<file path="config.mk">
export PLATFORM = sky130hd
export DESIGN_NAME = ft64v8d_insn_aligner_flat
export DESIGN_NICKNAME = d
export VERILOG_FILES = /design/src/rtl/ft64v8d_pkg.sv /design/src/rtl/ft64v8d_insn_aligner_if.sv /design/src/rtl/ft64v8d_byteq.sv /design/src/rtl/ft64v8d_insn_aligner.sv /design/src/flat_wrapper.sv
export SDC_FILE = /design/constraint.sdc
export NUM_CORES = 1
export LEC_CHECK = 0
export CORE_MARGIN = 2
export CORE_UTILIZATION = 60
export DETAILED_ROUTE_END_ITERATION = 10
export PLACE_DENSITY = 0.94
export SLEW_MARGIN = 20
export SYNTH_ARGS = -nofsm -noshare
export SYNTH_HDL_FRONTEND = slang
export SYNTH_SLANG_ARGS = --single-unit
</file>
<file path="constraint.sdc">
create_clock -name clk -period 21.9 [get_ports clk]
set_clock_uncertainty 0.2 [all_clocks]
set_input_delay 5.475 -clock clk [delete_from_list [all_inputs] [get_ports clk]]
set_output_delay 5.475 -clock clk [all_outputs]
set_load 0.005 [all_outputs]
</file>
<file path="src/rtl/ft64v8d_pkg.sv">
// Shared FT64v8d opcode constants, size-prefix codes and the length/prefix
// decode helpers used by the instruction aligner.
package ft64v8d_pkg;

  localparam logic [7:0] I_BRK   = 8'h00;
  localparam logic [7:0] I_CLI   = 8'h58;
  localparam logic [7:0] I_NOP   = 8'hEA;
  localparam logic [7:0] I_RTI   = 8'h40;
  localparam logic [7:0] I_RTS   = 8'h60;
  localparam logic [7:0] I_WAI   = 8'hCB;
  localparam logic [7:0] I_JMP   = 8'h4C;
  localparam logic [7:0] I_JSR   = 8'h20;
  localparam logic [7:0] I_JMF   = 8'h5C;
  localparam logic [7:0] I_JSF   = 8'h22;

  // Each ALU op has register, 6-bit, 14-bit and 30-bit immediate forms.
  localparam logic [7:0] I_ADD   = 8'h10;
  localparam logic [7:0] I_ADD6  = 8'h11;
  localparam logic [7:0] I_ADD14 = 8'h12;
  localparam logic [7:0] I_ADD30 = 8'h13;
  localparam logic [7:0] I_AND   = 8'h14;
  localparam logic [7:0] I_AND6  = 8'h15;
  localparam logic [7:0] I_AND14 = 8'h16;
  localparam logic [7:0] I_AND30 = 8'h17;
  localparam logic [7:0] I_CMP   = 8'h18;
  localparam logic [7:0] I_CMP6  = 8'h19;
  localparam logic [7:0] I_CMP14 = 8'h1A;
  localparam logic [7:0] I_CMP30 = 8'h1B;
  localparam logic [7:0] I_EOR   = 8'h1C;
  localparam logic [7:0] I_EOR6  = 8'h1D;
  localparam logic [7:0] I_EOR14 = 8'h1E;
  localparam logic [7:0] I_EOR30 = 8'h1F;
  localparam logic [7:0] I_OR    = 8'h30;
  localparam logic [7:0] I_OR6   = 8'h31;
  localparam logic [7:0] I_OR14  = 8'h32;
  localparam logic [7:0] I_OR30  = 8'h33;

  localparam logic [7:0] I_BYTE  = 8'hF0;
  localparam logic [7:0] I_UBYTE = 8'hF1;
  localparam logic [7:0] I_HALF  = 8'hF2;
  localparam logic [7:0] I_UHALF = 8'hF3;
  localparam logic [7:0] I_WORD  = 8'hF4;
  localparam logic [7:0] I_UWORD = 8'hF5;

  typedef enum logic [2:0] {
    PFX_NONE  = 3'd0,
    PFX_BYTE  = 3'd1,
    PFX_UBYTE = 3'd2,
    PFX_HALF  = 3'd3,
    PFX_UHALF = 3'd4,
    PFX_WORD  = 3'd5,
    PFX_UWORD = 3'd6
  } pfx_e;

  function automatic logic is_prefix(input logic [7:0] opc);
    return opc inside {I_BYTE, I_UBYTE, I_HALF, I_UHALF, I_WORD, I_UWORD};
  endfunction

  function automatic pfx_e prefix_code(input logic [7:0] opc);
    case (opc)
      I_BYTE:  return PFX_BYTE;
      I_UBYTE: return PFX_UBYTE;
      I_HALF:  return PFX_HALF;
      I_UHALF: return PFX_UHALF;
      I_WORD:  return PFX_WORD;
      I_UWORD: return PFX_UWORD;
      default: return PFX_NONE;
    endcase
  endfunction

  // Undefined opcodes decode as single-byte so the stream always advances.
  function automatic logic [2:0] insn_len(input logic [7:0] opc);
    case (opc)
      I_ADD, I_ADD6, I_AND, I_AND6, I_CMP, I_CMP6,
      I_EOR, I_EOR6, I_OR, I_OR6:                       return 3'd3;
      I_ADD14, I_AND14, I_CMP14, I_EOR14, I_OR14:       return 3'd4;
      I_ADD30, I_AND30, I_CMP30, I_EOR30, I_OR30:       return 3'd6;
      I_JMP, I_JSR:                                     return 3'd4;
      I_JMF, I_JSF:                                     return 3'd6;
      I_BRK:                                            return 3'd2;
      I_CLI, I_NOP, I_RTI, I_RTS, I_WAI:                return 3'd1;
      default:                                          return 3'd1;
    endcase
  endfunction

endpackage

</file>
<file path="src/rtl/ft64v8d_insn_aligner_if.sv">
// Fetch-side and decode-side handshakes of the FT64v8d instruction aligner.
interface ft64v8d_insn_aligner_if #(
  parameter int FETCH_BYTES = 8,
  parameter int MAX_LEN     = 6,
  parameter int AW          = 32
);
  // Both channels: a transfer happens on a rising clock edge where valid and
  // ready are both high; valid and payload hold until that edge, and neither
  // valid nor ready depends combinationally on the other side's signals.
  logic                     f_valid;
  logic                     f_ready;
  logic [8*FETCH_BYTES-1:0] f_data;
  logic                     o_valid;
  logic                     o_ready;
  logic [8*MAX_LEN-1:0]     o_insn;
  logic [2:0]               o_len;
  logic [2:0]               o_prefix;
  logic [AW-1:0]            o_pc;

  modport master (
    input  f_valid, f_data, o_ready,
    output f_ready, o_valid, o_insn, o_len, o_prefix, o_pc
  );

  modport slave (
    output f_valid, f_data, o_ready,
    input  f_ready, o_valid, o_insn, o_len, o_prefix, o_pc
  );
endinterface

</file>
<file path="src/rtl/ft64v8d_byteq.sv">
// Circular byte queue: fixed-width push, variable pop, and a rotated view of
// the bytes starting at the head so the consumer always sees them aligned.
module ft64v8d_byteq #(
  parameter int QUEUE_BYTES = 16,
  parameter int PUSH_BYTES  = 8,
  parameter int VIEW_BYTES  = 7,
  localparam int IW = $clog2(QUEUE_BYTES),
  localparam int CW = $clog2(QUEUE_BYTES + 1),
  localparam int PW = $clog2(VIEW_BYTES + 1)
) (
  input  logic                    clk,
  input  logic                    rst,
  input  logic                    i_clear,
  input  logic                    i_push,
  input  logic [8*PUSH_BYTES-1:0] i_push_data,
  input  logic [PW-1:0]           i_pop_cnt,
  output logic                    o_space_ok,
  output logic [CW-1:0]           o_count,
  output logic [8*VIEW_BYTES-1:0] o_view
);

  logic [7:0]    r_mem [QUEUE_BYTES];
  logic [IW-1:0] r_head;
  logic [IW-1:0] r_tail;
  logic [CW-1:0] r_count;
  logic          w_push;

  // Offsets never exceed QUEUE_BYTES, so one conditional subtract is enough.
  function automatic logic [IW-1:0] wrap_add(input logic [IW-1:0] base, input int off);
    int s;
    s = int'(base) + off;
    if (s >= QUEUE_BYTES) s = s - QUEUE_BYTES;
    return IW'(s);
  endfunction

  // Space is judged on the registered count only; same-cycle pops are not credited.
  assign o_space_ok = (CW'(QUEUE_BYTES) - r_count) >= CW'(PUSH_BYTES);
  assign w_push     = i_push && o_space_ok;
  assign o_count    = r_count;

  always_ff @(posedge clk) begin
    if (rst || i_clear) begin
      r_head  <= '0;
      r_tail  <= '0;
      r_count <= '0;
    end else begin
      if (w_push) r_tail <= wrap_add(r_tail, PUSH_BYTES);
      r_head  <= wrap_add(r_head, int'(i_pop_cnt));
      r_count <= r_count + (w_push ? CW'(PUSH_BYTES) : '0) - CW'(i_pop_cnt);
    end
  end

  always_ff @(posedge clk) begin
    if (!rst && !i_clear && w_push) begin
      for (int k = 0; k < PUSH_BYTES; k++) begin
        r_mem[wrap_add(r_tail, k)] <= i_push_data[8*k +: 8];
      end
    end
  end

  always_comb begin
    o_view = '0;
    for (int k = 0; k < VIEW_BYTES; k++) begin
      o_view[8*k +: 8] = r_mem[wrap_add(r_head, k)];
    end
  end

endmodule

</file>
<file path="src/rtl/ft64v8d_insn_aligner.sv">
// FT64v8d instruction aligner: decodes the instruction at the byte-queue head,
// folds one size prefix into it and hands it to the decoder with PC and length.
module ft64v8d_insn_aligner
  import ft64v8d_pkg::*;
#(
  parameter int FETCH_BYTES = 8,
  parameter int QUEUE_BYTES = 16,
  parameter int MAX_LEN     = 6,
  parameter int AW          = 32
) (
  input  logic                               clk,
  input  logic                               rst,
  input  logic                               flush,
  input  logic [AW-1:0]                      flush_pc,
  ft64v8d_insn_aligner_if.master             bus,
  output logic [$clog2(QUEUE_BYTES+1)-1:0]   o_dbg_count
);

  localparam int CW = $clog2(QUEUE_BYTES + 1);
  localparam int VB = MAX_LEN + 1;
  localparam int PW = $clog2(VB + 1);

  logic [CW-1:0]        w_count;
  logic [8*VB-1:0]      w_view;
  logic                 w_space_ok;
  logic [PW-1:0]        w_pop_cnt;
  logic [AW-1:0]        r_pc;
  logic [7:0]           w_b0;
  logic [7:0]           w_b1;
  logic [7:0]           w_opc;
  logic                 w_pfx;
  logic                 w_drop;
  logic                 w_valid;
  logic                 w_take;
  logic [2:0]           w_len;
  logic [CW-1:0]        w_need;
  logic [8*MAX_LEN-1:0] w_body;
  logic [8*MAX_LEN-1:0] w_insn;

  ft64v8d_byteq #(
    .QUEUE_BYTES (QUEUE_BYTES),
    .PUSH_BYTES  (FETCH_BYTES),
    .VIEW_BYTES  (VB)
  ) u_byteq (
    .clk         (clk),
    .rst         (rst),
    .i_clear     (flush),
    .i_push      (bus.f_valid),
    .i_push_data (bus.f_data),
    .i_pop_cnt   (w_pop_cnt),
    .o_space_ok  (w_space_ok),
    .o_count     (w_count),
    .o_view      (w_view)
  );

  assign w_b0   = w_view[7:0];
  assign w_b1   = w_view[15:8];
  assign w_pfx  = is_prefix(w_b0);
  assign w_opc  = w_pfx ? w_b1 : w_b0;
  assign w_len  = insn_len(w_opc);
  assign w_need = CW'(w_len) + CW'(w_pfx);

  // A prefix followed by a prefix is discarded on its own, one per cycle.
  assign w_drop  = w_pfx && is_prefix(w_b1) && (w_count >= CW'(2));
  assign w_valid = !w_drop && (w_count >= w_need);
  assign w_take  = w_valid && bus.o_ready;

  assign w_pop_cnt = w_take ? PW'(w_need) : (w_drop ? PW'(1) : '0);

  assign w_body = w_pfx ? w_view[8*VB-1:8] : w_view[8*MAX_LEN-1:0];

  always_comb begin
    w_insn = '0;
    if (w_valid) begin
      for (int k = 0; k < MAX_LEN; k++) begin
        if (k < int'(w_len)) w_insn[8*k +: 8] = w_body[8*k +: 8];
      end
    end
  end

  always_ff @(posedge clk) begin
    if (rst)        r_pc <= '0;
    else if (flush) r_pc <= flush_pc;
    else            r_pc <= r_pc + AW'(w_pop_cnt);
  end

  assign bus.f_ready  = w_space_ok;
  assign bus.o_valid  = w_valid;
  assign bus.o_insn   = w_insn;
  assign bus.o_len    = w_valid ? w_len : 3'd1;
  assign bus.o_prefix = (w_valid && w_pfx) ? 3'(prefix_code(w_b0)) : 3'(PFX_NONE);
  assign bus.o_pc     = r_pc;
  assign o_dbg_count  = w_count;

endmodule

</file>
<file path="src/flat_wrapper.sv">
// flat-port wrapper written by rule: the top's interface ports become plain ports
module ft64v8d_insn_aligner_flat import ft64v8d_pkg::*;
#(
  parameter int FETCH_BYTES = 8,
  parameter int QUEUE_BYTES = 16,
  parameter int MAX_LEN     = 6,
  parameter int AW          = 32
)
  (clk, rst, flush, flush_pc, o_dbg_count, bus_f_valid, bus_f_data, bus_o_ready, bus_f_ready, bus_o_valid, bus_o_insn, bus_o_len, bus_o_prefix, bus_o_pc);
  ft64v8d_insn_aligner_if #(.FETCH_BYTES(FETCH_BYTES), .MAX_LEN(MAX_LEN), .AW(AW)) bus_i ();
  input  logic clk;
  input  logic rst;
  input  logic flush;
  input  logic [AW-1:0] flush_pc;
  output logic [$clog2(QUEUE_BYTES+1)-1:0] o_dbg_count;
  input wire logic [$bits(bus_i.f_valid)-1:0] bus_f_valid;
  input wire logic [$bits(bus_i.f_data)-1:0] bus_f_data;
  input wire logic [$bits(bus_i.o_ready)-1:0] bus_o_ready;
  output wire logic [$bits(bus_i.f_ready)-1:0] bus_f_ready;
  output wire logic [$bits(bus_i.o_valid)-1:0] bus_o_valid;
  output wire logic [$bits(bus_i.o_insn)-1:0] bus_o_insn;
  output wire logic [$bits(bus_i.o_len)-1:0] bus_o_len;
  output wire logic [$bits(bus_i.o_prefix)-1:0] bus_o_prefix;
  output wire logic [$bits(bus_i.o_pc)-1:0] bus_o_pc;
  assign bus_i.f_valid = bus_f_valid;
  assign bus_i.f_data = bus_f_data;
  assign bus_i.o_ready = bus_o_ready;
  assign bus_f_ready = bus_i.f_ready;
  assign bus_o_valid = bus_i.o_valid;
  assign bus_o_insn = bus_i.o_insn;
  assign bus_o_len = bus_i.o_len;
  assign bus_o_prefix = bus_i.o_prefix;
  assign bus_o_pc = bus_i.o_pc;
  ft64v8d_insn_aligner #(.FETCH_BYTES(FETCH_BYTES), .QUEUE_BYTES(QUEUE_BYTES), .MAX_LEN(MAX_LEN), .AW(AW)) u_core (.clk(clk), .rst(rst), .flush(flush), .flush_pc(flush_pc), .bus(bus_i), .o_dbg_count(o_dbg_count));
endmodule
</file>
==> out/qor.yml <==
cts_hold_buf: 0
intPower_mw: 0.8661
portBuffers: 193
p_leak_nw: 5.179
fin_setup_tns_ns: 0
vias_per_cell: 7.254
worstMarginPinSlew_ns: 1.091
yosysMostFrequentCell: "mux4_2"
cts_root_buf: "clkbuf_16"
dp_cells: 1363
wl_per_cell_um: 26.70
drive_above_1_share: 0.2240
globalplace.congestion: 1.014
drtAntennaViolNets: 0
yosys.area.top_type_share: 0.3090
antenna_found_initial: 0
syn_area_per_cell_sq_um: 13.08
status: "complete, no violations"
dieArea_sq_um: 21900
fp.dieW_um: 148.0
nets: 1241
cts_setup_buffers: 0
rsz0062_at_grt: "no"
core_sq_um: 20300
synthTopCellsByArea: "edfxtp_1 (31%), mux4_2 (31%), dfxtp_1 (6.8%)"
regArea_sq_um: 4692
switching_share: 0.3566
fmax_mhz: 68.53
area_growth_pct: 22.11
grt_max_degree: 65
netlist_instances: 951
diodes: 0
drt_pass1_iterations: 7
pwr-share-comb: 0.459
cap_violations: 0
cts_tree: "done"
initialDrtViolationCount: 1370
power_density_nw_per_um2: 88.62
row_count: 52
slew_violations: 0
yosys.area.top_type: "edfxtp_1"
yosysWarnings: 0
critPathRequiredTime_ns: 16.23
hpwl_um: 25240
drt_wl_total_um: 37250
min_path_type: "reg -> reg"
cp.arrival_ns: 8.92
period_share: 0.6663
use_met1: 0.4448
busiest_layer: "met2"
slowest_delay_ns: 1.07
ir_worst_vdd_mv: 0.07061
async_flop_share: 0
insertion_delay_ns: 0.44
finalHoldViolations: 0
maxSlewHeadroom: 0.2679
first_global_vias: 10100
synth_edf_count: 128
syn_nets: 1080
crit_family: "buffers and inverters"
fillers: 1263
track_usage: 0.3496
cts.sinks: 170
ys_ff_latch: 170
setup_viol: 0
gr-usage-met2: 0.5553
htree_levels: 4
multi_input_area_sq_um: 7383
numCtsBuffers: 17
cp_max_fo: 64
clock_path_buffers: 2
syn_area_sq_um: 12440
holdWs_ns: 0.4054
cp_num_buf_inv: 7
ys.flop_type: "edfxtp_1"
start_util: 0.6128
critPathKind: "reg -> out"
seq_power_share: 0.295
synthTopCellsByCount: "mux4_2 (170), edfxtp_1 (128), nor2_1 (108)"
grt_overflow_total: 0
instances_no_fill: 1395
post-route-drc-count: 0
clkPwrFrac: 0.246
met3_usage: 0.1006
period_needed_ns: 14.59
synthDistinctLibCells: 61
power.switching_mw: 0.4800
synth_seq_area_share: 0.3766
cts_resized: 0
grt_pass1_wl_um: 58150
clk_pin_slew_ns: 0.06
via_count: 10120
crit_slowest_cell: "ha_4"
endpoint_kind: "primary output"
fp.dieH_um: 148.0
cp-start-kind: "flip-flop"
ios: 194
==> state kept, by name, indices dropped and copies added (netlist names) <==
register / cells
u_core.bus.o_pc: 32
u_core.u_byteq.o_count: 5
u_core.u_byteq.r_head: 4
u_core.u_byteq.r_mem: 128
u_core.u_byteq.r_tail: 1
==> layer usage <==
metal  vias to the layer above  routed length, um
met3                       195               4595
met1                      4931              12740
met5                         -                  0
met2                       865              17780
met4                         0               2135
li1                       4128                  -
==> power by group through the flow <==
stage / Sequential (mW) / Combinational, mW / Clock (mW)
floorplan: 0.387 / 0.416 / 0
global placement: 0.400 / 0.578 / 0
detailed placement: 0.402 / 0.596 / 0
CTS: 0.396 / 0.607 / 0.332
global route: 0.400 / 0.656 / 0.346
finish: 0.397 / 0.618 / 0.331
==> cell usage in the layout (no fill, tap or decap), types with 15 or more instances in the layout <==
cell type / n
xor2_1: 19
nand2_1: 50
mux2i_1: 64
inv_1: 20
mux4_2: 170
a211oi_1: 21
a21oi_1: 52
ha_1: 24
clkbuf_16: 17
dfxtp_1: 40
xnor2_1: 18
edfxtp_1: 128
nand3_1: 20
clkdlybuf4s50_1: 192
o21ai_0: 16
nor2_1: 108
nor3_1: 15
buf_4: 16
==> path summary, 6_finish.rpt <==
| check | start | end | slack (ns) | cells after the start |
|---|---|---|---|---|
| min reg2reg | u_core.bus.o_pc[31] | u_core.bus.o_pc[31] | 0.41 | 2 |
| min | u_core.bus.o_pc[31] | u_core.bus.o_pc[31] | 0.41 | 2 |
| max reg2reg | u_core.u_byteq.r_head[1] | u_core.bus.o_pc[29] | 11.36 | 33 |
| max | u_core.u_byteq.r_head[1] | bus_o_insn[33] | 7.31 | 25 |
==> cell type report <==
cell class              count  area share
clock buffers              18     0.02825
clock inverters            14     0.01384
inverters                  24    0.005931
multi-input cells         690      0.4861
flip-flops and latches    170      0.3089
well taps                 270     0.02224
repair buffers            209      0.1348
==> through the flow <==
step | total power, mW | util | cell area [sq um] | worst slack (ns)
after detailed placement | 0.9982 | 0.7168 | 14550 | 7.971
after CTS | 1.334 | 0.7483 | 15190 | 7.386
after global routing | 1.401 | 0.7483 | 15190 | 6.793
final | 1.346 | 0.7483 | 15190 | 7.307
after floorplan | 0.8033 | - | 12440 | 10.27
after global placement | 0.9781 | 0.7168 | 14550 | 8.279
==> cells by family (layout without fill, tap and decap cells) <==
kind of cell / Yosys count / count (layout) / synth area share
buffers and inverters: 91 / 265 / 0.03299
DFF: 170 / 170 / 0.3766
adders and majority gates: 28 / 28 / 0.02997
AOI/OAI and AO/OA: 128 / 128 / 0.06629
muxes: 244 / 244 / 0.3683
and+or+nand+nor: 250 / 250 / 0.09646
xor gates and xnor gates: 40 / 40 / 0.02937
==> worst reg2reg max path: cells and delay by family (launching register included) <==
family          cells  cell delay (ns)
buf+inv             5             1.59
flops               1             0.74
xor+xnor            1             0.16
compound gates     10             2.03
mux                 3             1.59
simple gates        9             1.92
fa+ha+maj           5             2.20
No activity file was read; power rests on OpenSTA's default activity.
